==> config.mk <==
export PLATFORM = sky130hd
export DESIGN_NAME = scmp_bus_ctl
export DESIGN_NICKNAME = d
export VERILOG_FILES = /design/src/rtl/scmp_bus_ctl.sv
export SDC_FILE = /design/constraint.sdc
export NUM_CORES = 1
export LEC_CHECK = 0
export ABC_AREA = 1
export CAP_MARGIN = 5
export CELL_PAD_IN_SITES_DETAIL_PLACEMENT = 1
export CELL_PAD_IN_SITES_GLOBAL_PLACEMENT = 1
export CORE_MARGIN = 2
export CORE_UTILIZATION = 26
export CTS_CLUSTER_SIZE = 14
export DETAILED_ROUTE_END_ITERATION = 6
export HOLD_SLACK_MARGIN = 0.08
export PLACE_DENSITY_LB_ADDON = 0.12
export SLEW_MARGIN = 20
export SYNTH_ARGS = -nofsm -noshare
export SYNTH_HDL_FRONTEND = slang
export SYNTH_SLANG_ARGS = --single-unit
==> constraint.sdc <==
create_clock -name clk -period 1.3 [get_ports clk]
set_input_delay 0.325 -clock clk [delete_from_list [all_inputs] [get_ports clk]]
set_output_delay 0.325 -clock clk [all_outputs]
set_load 0.02 [all_outputs]
==> src/rtl/scmp_bus_ctl.sv <==
// SC/MP external bus cycle controller: arbitrates via BREQ/ENIN/ENOUT, then times NADS/NRDS/NWDS.
// Optional NHOLD timeout is compiled in with `define SCMP_BUS_TIMEOUT_EN.
module scmp_bus_ctl #(
  parameter int ADS_CYC = 1,
  parameter int STB_CYC = 2,
  parameter int REC_CYC = 1
) (
  input  logic        clk,
  input  logic        rst,
  input  logic        mc_ads_n,
  input  logic        mc_rd_n,
  input  logic        mc_wr_n,
  output logic        mc_stall,
  input  logic [15:0] addr_in,
  input  logic [7:0]  dout_in,
  output logic [7:0]  din_out,
  output logic        din_valid,
  output logic        cyc_err,
  output logic [15:0] bus_addr,
  input  logic [7:0]  bus_d_in,
  output logic [7:0]  bus_d_out,
  output logic        bus_d_oe,
  output logic        bus_ADS_n,
  output logic        bus_RD_n,
  output logic        bus_WR_n,
  input  logic        bus_hold_n,
  output logic        bus_breq,
  input  logic        bus_enin,
  output logic        bus_enout
);

  typedef enum logic [2:0] {
    S_IDLE = 3'd0,
    S_ARB  = 3'd1,
    S_ADDR = 3'd2,
    S_STB  = 3'd3,
    S_REC  = 3'd4
  } state_t;

  localparam logic [2:0] ADS_LAST = 3'(ADS_CYC - 1);
  localparam logic [2:0] STB_LAST = 3'(STB_CYC - 1);
  localparam logic [2:0] REC_LAST = 3'(REC_CYC - 1);

  state_t      state_q, state_d;
  logic [2:0]  cnt_q, cnt_d;
  logic        dir_vld_q, dir_vld_d;
  logic        dir_rd_q, dir_rd_d;
  logic [15:0] bus_addr_q, bus_addr_d;
  logic [7:0]  bus_d_out_q, bus_d_out_d;
  logic [7:0]  din_out_q, din_out_d;
  logic        din_valid_q, din_valid_d;
  logic        cyc_err_q, cyc_err_d;
  logic        ads_n_q, ads_n_d;
  logic        rd_n_q, rd_n_d;
  logic        wr_n_q, wr_n_d;
  logic        breq_q, breq_d;
  logic        oe_q, oe_d;

  logic        dir_take;
  logic        dir_now;
  logic        rd_now;
  logic        stb_exit;
  logic        tmo_hit;

  // Direction is captured once per cycle, in ARB or ADDR; read wins over write.
  assign dir_take = ((state_q == S_ARB) || (state_q == S_ADDR)) && !dir_vld_q &&
                    (!mc_rd_n || !mc_wr_n);
  assign dir_now  = dir_vld_q || dir_take;
  assign rd_now   = dir_take ? !mc_rd_n : dir_rd_q;
  assign stb_exit = ((cnt_q >= STB_LAST) && bus_hold_n) || tmo_hit;

`ifdef SCMP_BUS_TIMEOUT_EN
  logic [7:0] wait_q, wait_d;

  assign tmo_hit = (state_q == S_STB) && (wait_q == 8'hFF);

  always_comb begin
    wait_d = wait_q;
    if ((state_d == S_STB) && (state_q != S_STB)) begin
      wait_d = 8'd0;
    end else if ((state_q == S_STB) && !bus_hold_n && (wait_q != 8'hFF)) begin
      wait_d = wait_q + 8'd1;
    end
  end

  always_ff @(posedge clk) begin
    if (rst) begin
      wait_q <= 8'd0;
    end else begin
      wait_q <= wait_d;
    end
  end
`else
  assign tmo_hit = 1'b0;
`endif

  // State register
  always_ff @(posedge clk) begin
    if (rst) begin
      state_q     <= S_IDLE;
      cnt_q       <= 3'd0;
      dir_vld_q   <= 1'b0;
      dir_rd_q    <= 1'b0;
      bus_addr_q  <= 16'd0;
      bus_d_out_q <= 8'd0;
      din_out_q   <= 8'd0;
      din_valid_q <= 1'b0;
      cyc_err_q   <= 1'b0;
      ads_n_q     <= 1'b1;
      rd_n_q      <= 1'b1;
      wr_n_q      <= 1'b1;
      breq_q      <= 1'b0;
      oe_q        <= 1'b0;
    end else begin
      state_q     <= state_d;
      cnt_q       <= cnt_d;
      dir_vld_q   <= dir_vld_d;
      dir_rd_q    <= dir_rd_d;
      bus_addr_q  <= bus_addr_d;
      bus_d_out_q <= bus_d_out_d;
      din_out_q   <= din_out_d;
      din_valid_q <= din_valid_d;
      cyc_err_q   <= cyc_err_d;
      ads_n_q     <= ads_n_d;
      rd_n_q      <= rd_n_d;
      wr_n_q      <= wr_n_d;
      breq_q      <= breq_d;
      oe_q        <= oe_d;
    end
  end

  // Next-state logic
  always_comb begin
    state_d = state_q;
    case (state_q)
      S_IDLE: if (!mc_ads_n) state_d = S_ARB;
      S_ARB:  if (bus_enin) state_d = S_ADDR;
      S_ADDR: if (cnt_q >= ADS_LAST) state_d = dir_now ? S_STB : S_REC;
      S_STB:  if (stb_exit) state_d = S_REC;
      S_REC:  if (cnt_q >= REC_LAST) state_d = S_IDLE;
      default: state_d = S_IDLE;
    endcase
  end

  // Output and datapath logic; strobes are registered from the next state so they are glitch-free.
  always_comb begin
    cnt_d       = (cnt_q == 3'd7) ? cnt_q : cnt_q + 3'd1;
    dir_vld_d   = dir_vld_q;
    dir_rd_d    = dir_rd_q;
    bus_addr_d  = bus_addr_q;
    bus_d_out_d = bus_d_out_q;
    din_out_d   = din_out_q;
    din_valid_d = 1'b0;
    cyc_err_d   = 1'b0;

    if (state_d != state_q) cnt_d = 3'd0;

    if ((state_q == S_IDLE) && !mc_ads_n) begin
      bus_addr_d = addr_in;
      dir_vld_d  = 1'b0;
    end

    if (dir_take) begin
      dir_vld_d   = 1'b1;
      dir_rd_d    = !mc_rd_n;
      bus_d_out_d = dout_in;
    end

    if ((state_q == S_STB) && (state_d == S_REC)) begin
      if (rd_now) begin
        din_out_d   = tmo_hit ? 8'hFF : bus_d_in;
        din_valid_d = 1'b1;
      end
      cyc_err_d = tmo_hit;
    end

    if ((state_q == S_ADDR) && (state_d == S_REC)) cyc_err_d = 1'b1;

    ads_n_d = (state_d != S_ADDR);
    rd_n_d  = !((state_d == S_STB) && rd_now);
    wr_n_d  = !((state_d == S_STB) && !rd_now);
    breq_d  = (state_d == S_ARB) || (state_d == S_ADDR) || (state_d == S_STB);
    // Data bus stays driven one extra cycle after NWDS rises, for hold time.
    oe_d    = !rd_now && ((state_d == S_STB) ||
                          ((state_q == S_STB) && (state_d == S_REC)));
  end

  assign mc_stall  = (state_q == S_ARB) || (state_q == S_ADDR) || (state_q == S_STB);
  assign din_out   = din_out_q;
  assign din_valid = din_valid_q;
  assign cyc_err   = cyc_err_q;
  assign bus_addr  = bus_addr_q;
  assign bus_d_out = bus_d_out_q;
  assign bus_d_oe  = oe_q;
  assign bus_ADS_n = ads_n_q;
  assign bus_RD_n  = rd_n_q;
  assign bus_WR_n  = wr_n_q;
  assign bus_breq  = breq_q;
  assign bus_enout = bus_enin & ~breq_q;

endmodule
==> results of run 1 <==
==> worst max-delay path, stage by stage (launching register included) <==
cell     delay (ns)
dfxtp_2        0.34
inv_2          0.07
nand3_2        0.09
buf_6          0.13
nand2_4        0.06
nand2_4        0.06
buf_4          0.15
nand2_2        0.05
nand2_2        0.08
nand3_2        0.09
nand2_2        0.06
nand2_2        0.09
nor2_1         0.05
==> area by class of cell <==
cell class / count / area share
Clock buffer: 8 / 0.0324
Sequential cell: 47 / 0.308
Multi-Input combinational cell: 163 / 0.291
Timing Repair Buffer: 115 / 0.305
Tap cell: 80 / 0.0324
Inverter: 25 / 0.0316
==> metrics by stage <==
step / setup TNS, ns / instances / setup WS (ns) / total power [uW] / util
finish: -2.52 / 438 / -0.134 / 3540 / 0.458
global route: -5.41 / 438 / -0.253 / 3770 / 0.458
CTS: -3.09 / 435 / -0.176 / 3570 / 0.461
detailed placement: -16.79 / 416 / -0.561 / 2530 / 0.422
global placement: -15.64 / 416 / -0.557 / 2520 / 0.422
floorplan: 0 / 241 / 0.0194 / 2050 / -
==> final timing paths <==
check	slack (ns)	endpoint	startpoint	depth (start not counted)
worst max-delay path	-0.13	cnt_q[2]	state_q[2]	12
worst max register to register	-0.13	cnt_q[2]	state_q[2]	12
worst min register to register	0.47	bus_d_out[3]	bus_d_out[3]	2
worst min-delay path	0.47	bus_d_out[3]	bus_d_out[3]	2
==> routing by layer <==
metal	vias up	wire length [um]	track usage	part of all wire
met5	-	0	0	0
met4	0	53	0.0336	0.010
met3	6	373	0.0474	0.071
met2	50	2600	0.240	0.49
met1	872	2260	0.168	0.43
li1	970	-	-	-
==> power breakdown <==
group	leakage (uW)	total, uW	internal [uW]	switching [uW]
combinational	0.00104	950	450	499
clock	0.0000515	966	486	480
sequential	0.000388	1620	1550	70.0
==> layout by cell type, fill, tap and decap left out, types with 3 or more instances in the layout <==
| master | netlist | final |
|---|---|---|
| nor2_1 | 78 | 62 |
| dfxtp_1 | 47 | 42 |
| clkdlybuf4s50_1 | 0 | 36 |
| clkbuf_2 | 0 | 30 |
| buf_4 | 0 | 29 |
| nand2_1 | 32 | 21 |
| o21ai_0 | 27 | 20 |
| inv_1 | 25 | 17 |
| nor2_2 | 1 | 14 |
| nand2_2 | 3 | 12 |
| clkdlybuf4s15_1 | 0 | 9 |
| inv_2 | 0 | 7 |
| clkbuf_8 | 0 | 7 |
| buf_6 | 1 | 7 |
| nand2_4 | 2 | 6 |
| nand3_2 | 1 | 5 |
| o21ai_1 | 0 | 4 |
| nor2_4 | 0 | 3 |
| nand3_1 | 7 | 3 |
| o21ai_2 | 0 | 3 |
| dfxtp_2 | 0 | 3 |
==> state kept, by name, summed over array words and instances (netlist names) <==
register   flops
bus_d_out      8
din_out        8
bus_addr      16
bus_breq       1
bus_WR_n       1
dir_vld_q      1
dir_rd_q       1
din_valid      1
bus_RD_n       1
bus_ADS_n      1
cyc_err        1
cnt_q          3
bus_d_oe       1
state_q        3
==> cells by family after synthesis <==
logic type,count (synthesis),synth area share
simple gates,124,0.279
flops,47,0.520
buf+inv,33,0.0747
compound gates,32,0.0947
fa+ha+maj,3,0.0207
xor+xnor,1,0.00484
mux,1,0.00553
==> what timing repair did <==
| item | in CTS | in global routing |
|---|---|---|
| setup endpoints to repair | 69 | 83 |
| endpoints found under the hold margin | 0 | 0 |
| setup buffers | 9 | 4 |
| resized for setup | 119 | 75 |
| cloned | 3 | 0 |
| pin swaps | 17 | 24 |
==> results by group, run 1 <==
Cells and area
  – Fillcell total: 826
  – Antenna cell count: 0
  – Nets: 399
  – FF+latch area: 952 sq um
  – P&R area growth vs syn: 71.0%
  – Multi-input gate area: 900 sq um
  – Share of layout cells above drive strength 1: 0.377
  – Final instance area: 3090 sq um

Yosys
  – Leading post-synthesis cells by cell area: dfxtp_1 (52%), nor2_1 (16%), o21ai_0 (7.5%)
  – Ys async rst share: 0
  – Syn_nets: 283
  – Cell with the most instances after synthesis: nor2_1
  – Register area share after synthesis: 0.520
  – Post-synth top area share: 0.520
  – Synth Cell Area: 1810 sq um
  – Top_reg_cell synth: dfxtp_1
  – EDFF count, synth: 0
  – Synth Register Bits: 47
  – Avg Synthesized Cell Area: 7.51 sq um
  – Yosys top cell by area: dfxtp_1
  – Commonest cells in the synthesized netlist: nor2_1 (78), dfxtp_1 (47), nand2_1 (32), o21ai_0 (27), inv_1 (25)
  – Yosys cell types: 18
  – Yosys Warn Count: 0
  – Post-Synthesis Cells: 241

Floorplan
  – Core area: 6760 sq um
  – Die area: 7640 sq um
  – Initial Utilization: 0.268
  – Row count: 30
  – Die width: 87.4 um
  – Chip height: 87.4 um
  – IO Count: 80

Clock network
  – Clock Tree Root: clkbuf_8
  – Hold_buf cts: 0
  – Worst-path clk slew: 0.09 ns
  – CTS tree: yes
  – H-Tree Depth: 2
  – CTS Sinks: 47
  – Clock buffer depth: 2
  – Latest clock arrival within the worst-skew pair: 0.30 ns
  – TritonCTS Buffers: 5

STA
  – RSZ-0062 raised after global routing: yes
  – Hold WS: 0.474 ns
  – Slew margin rel.: 0.818
  – Max Slew Vio Count: 0
  – Final clock skew: 0.00894 ns
  – Slew @ Worst Pin: 0.272 ns
  – Tmin final: 1.43 ns
  – Fin worst setup slack: -0.134 ns
  – Setup violators final: 27
  – Fin. Hold Viols: 0
  – Peak Freq: 0.698 GHz
  – Fin crit share: 1.10

Detailed routing
  – Final antenna-violating net count: 0
  – Avg WL per Cell: 12.1 um
  – Total Routed Length: 5290 um
  – First-pass iteration count of the detailed router: 4
  – Total number of vias: 1898
  – Iter 0 DRT Violations: 41
  – DR DRC count: 0
  – Via density: 4.33

Setup path
  – Worst-path fanout max: 4
  – Worst setup path class: reg2reg
  – Arrival @ worst endpoint: 1.63 ns
  – CP Launch Type: flip-flop
  – Worst Setup End Kind: flip-flop
  – WP data required: 1.49 ns

Placement
  – Port Buffer Count: 79
  – Cell Area, Placed: 2850 sq um
  – GPL Wtd Cong: 0.716
  – HPWL Detailed: 3650 um

Worst hold path
  – HP Class: reg2reg

Power and ir drop
  – Leakage: 0.00148 uW
  – VDD IR max: 0.000360 V
  – PwrDens: 1140 nW/um^2

GRT
  – GRT Util Overall: 0.140
  – Vias in the first global route: 1808
  – First-pass GRT wire length: 8360 um
  – Grt total ovfl: 0
  – Initial antenna violation count: 0
  – Largest net degree at the start of global routing: 17

Run
  – Max Cap Violations: 0

Outcome
  – Failing checks: setup timing
  – Outcome: complete, but fails checks
No activity file was read; power rests on OpenSTA's default activity.
==> run 2, diff against run 1 <==
--- a/config.mk
+++ b/config.mk
@@ -9,12 +9,13 @@
 export CAP_MARGIN = 5
 export CELL_PAD_IN_SITES_DETAIL_PLACEMENT = 1
 export CELL_PAD_IN_SITES_GLOBAL_PLACEMENT = 1
+export CORE_ASPECT_RATIO = 1.75
 export CORE_MARGIN = 2
 export CORE_UTILIZATION = 26
 export CTS_CLUSTER_SIZE = 14
 export DETAILED_ROUTE_END_ITERATION = 6
 export HOLD_SLACK_MARGIN = 0.08
-export PLACE_DENSITY_LB_ADDON = 0.12
+export PLACE_DENSITY = 0.87
 export SLEW_MARGIN = 20
 export SYNTH_ARGS = -nofsm -noshare
 export SYNTH_HDL_FRONTEND = slang
==> run 2 against run 1 <==
The flow still finishes with violations (setup timing). Flip-flop and latch count unchanged. First-iteration DRC count increased by 73%. Power increased by 11%. Combinational power increased by 8%. Clock power increased by 33%. Final area increased by 6.0%. Wire length increased by 19%. Sequential share of layout area decreased by 1.8 points. Critical path depth decreased by 3. Clock skew decreased by 0.0046 ns. Highest routed layer unchanged.
==> results by group, run 2 (synthesis gave the netlist of run 1 again) <==
Power and ir drop
  – Switching share of power: 0.303 (+0.00635)
  – Clk network pwr share: 0.325 (+0.052)
  – Net Switching: 1190 uW (+13%)
  – VDD IR max: 0.000650 V (+81%)
  – Leakage: 0.00151 uW (+1.8%)
  – Sequential power share: 0.413 (-0.046)
  – P_int: 2740 uW (+10%)
  – PwrDens: 1200 nW/um^2 (+4.8%)
  – Combinational power share: 0.261 (-0.007)

Clock network
  – Clock Tree Root: clkbuf_16
  – CTS tree: yes
  – Latest clock arrival within the worst-skew pair: 0.29 ns (about the same)
  – Clock buffer depth: 2 (unchanged)
  – CTS Sinks: 47 (unchanged)
  – Worst-path clk slew: 0.07 ns (-0.02 ns)
  – TritonCTS Buffers: 5 (unchanged)
  – H-Tree Depth: 2 (unchanged)

GRT
  – Gr busiest metal: met2
  – Grt met2 use: 0.322 (+0.0824)
  – Global routing usage on met1: 0.163 (-0.00544)
  – Vias in the first global route: 2085 (+15%)
  – Grt total ovfl: 0 (unchanged)
  – Initial antenna violation count: 0 (unchanged)
  – GR Util met3: 0.0433 (-0.00413)
  – GRT Util Overall: 0.171 (+0.0306)
  – Largest net degree at the start of global routing: 30 (+13)
  – First-pass GRT wire length: 9720 um (+16%)

Detailed routing
  – Total number of vias: 1947 (+2.6%)
  – DR DRC count: 0 (unchanged)
  – Final antenna-violating net count: 0 (unchanged)
  – Iter 0 DRT Violations: 71 (+73%)
  – Via density: 4.48 (+3.3%)
  – First-pass iteration count of the detailed router: 4 (unchanged)
  – Total Routed Length: 6280 um (+19%)
  – Avg WL per Cell: 14.4 um (+20%)

Cells and area
  – Antenna cell count: 0 (unchanged)
  – Multi-input gate area: 952 sq um (+5.8%)
  – Final cell utilization of the core: 0.482 (+0.0238)
  – Most common cell after layout, fill and taps aside: nor2_1
  – Fillcell total: 831 (+0.61%)
  – Most frequent cells in the layout: nor2_1 (61), dfxtp_1 (43), clkdlybuf4s50_1 (35)
  – Nets: 392 (-1.8%)
  – Share of layout cells above drive strength 1: 0.313 (-0.0637)
  – Post-Layout Cell Count: 435 (-0.68%)
  – Max FFs per register: 16 (unchanged)
  – FF+latch area: 951 sq um (-0.13%)
  – P&R area growth vs syn: 81.2%

STA
  – Final clock skew: 0.00436 ns (-0.00458 ns)
  – Slew @ Worst Pin: 0.300 ns (+0.0279 ns)
  – Fin crit share: 1.17 (+0.0717)
  – Max Slew Vio Count: 0 (unchanged)
  – RSZ-0062 raised after global routing: yes
  – Setup violators final: 28 (+3.7%)
  – Fin. Hold Viols: 0 (unchanged)
  – Slew margin rel.: 0.799 (-0.0187)
  – Peak Freq: 0.655 GHz (-6.1%)
  – Fin worst setup slack: -0.227 ns (-0.0932 ns)
  – Tmin final: 1.53 ns (+0.0932 ns)

Placement
  – Cells after DPL: 415 (-0.24%)
  – Port Buffer Count: 79 (unchanged)
  – GPL Wtd Cong: 0.770 (+7.6%)
  – HPWL Detailed: 4190 um (+15%)

Setup path
  – Worst setup path class: reg2reg
  – Arrival @ worst endpoint: 1.72 ns (+0.09 ns)
  – WP data required: 1.49 ns (about the same)
  – Worst Setup End Kind: flip-flop
  – CP Launch Type: flip-flop
  – Worst-path fanout max: 8 (+4)

Floorplan
  – Die width: 67.1 um (-23%)
  – Core area: 6810 sq um (+0.74%)
  – Die area: 7670 sq um (+0.34%)
  – IO Count: 80 (unchanged)
  – Initial Utilization: 0.266 (-0.00197)
  – Row count: 40 (+33%)
  – Chip height: 114 um (+31%)

Worst hold path
  – HP Class: reg2reg

Outcome
  – Failing checks: setup timing
  – Outcome: complete, but fails checks

Run
  – Max Cap Violations: 0 (unchanged)
run 2: cell count changes in the layout (fill, tap and decap cells not counted), moves of 3 or more:
cell	change
clkbuf_2	-21
clkdlybuf4s15_1	+15
buf_4	-8
clkbuf_8	-7
dlygate4sd2_1	+7
clkbuf_16	+5
o21ai_2	+5
inv_2	-4
nand3_2	-4
o21ai_0	-4
buf_12	+3
nand3_4	+3
run 2: timing repair:
| action | 4_1_cts | 5_1_grt |
|---|---|---|
| pin swaps | 17 | 10 |
| gates cloned | 2 | 0 |
| setup buffers | 10 | 1 |
| hold buffers | 0 | 0 |
| endpoints found under the setup margin | 70 | 67 |
| gates resized for setup | 125 | 56 |
| hold endpoints to repair | 0 | 0 |
run 2: final cells by class:
| class | instances | area share |
|---|---|---|
| clock buffers | 5 | 0.0382 |
| clock inverters | 3 | 0.00611 |
| inverters | 25 | 0.0313 |
| multi-input cells | 163 | 0.290 |
| flip-flops and latches | 47 | 0.290 |
| well taps | 84 | 0.0321 |
| repair buffers | 108 | 0.312 |
run 2: worst paths after layout:
check / from / to / slack (ns) / cells after the start
worst max-delay path: state_q[1] / din_out[5] / -0.23 / 9
worst min register to register: bus_addr[3] / bus_addr[3] / 0.48 / 2
worst min-delay path: bus_addr[3] / bus_addr[3] / 0.48 / 2
worst max register to register: state_q[1] / din_out[5] / -0.23 / 9
run 2: through the flow:
step / power, uW / area, sq um / hold slack (ns) / setup WS [ns] / setup TNS (ns)
after floorplan: 2050 / 1810 / 0.394 / 0.0194 / 0
after global placement: 2500 / 2830 / 0.464 / -0.547 / -15.42
after detailed placement: 2540 / 2830 / 0.475 / -0.572 / -18.31
after CTS: 3920 / 3220 / 0.485 / -0.197 / -3.60
after global routing: 4140 / 3280 / 0.513 / -0.293 / -6.59
final: 3930 / 3280 / 0.481 / -0.227 / -4.54
run 2: worst max-delay path, cell delays in order (launching register included):
cell and delay (ns):
dfxtp_2 0.35, nor2_4 0.12, nand2_2 0.06, buf_6 0.12, nand2_4 0.08, nand2_8 0.07
o21ai_4 0.27, nand2_4 0.16, nor2_2 0.12, nor2_1 0.05
run 2: power groups by stage:
stage          sequential [uW]  combinational, uW  clock (uW)
6_report                  1630               1030        1280
5_1_grt                   1640               1120        1390
4_1_cts                   1620                993        1310
3_5_place_dp              1650                894           0
3_3_place_gp              1640                859           0
2_1_floorplan             1760                297           0
run 2: metal layers:
metal / share of wire / vias up
li1: - / 960
met1: 0.34 / 913
met2: 0.57 / 60
met3: 0.053 / 14
met4: 0.033 / 0
met5: 0 / -
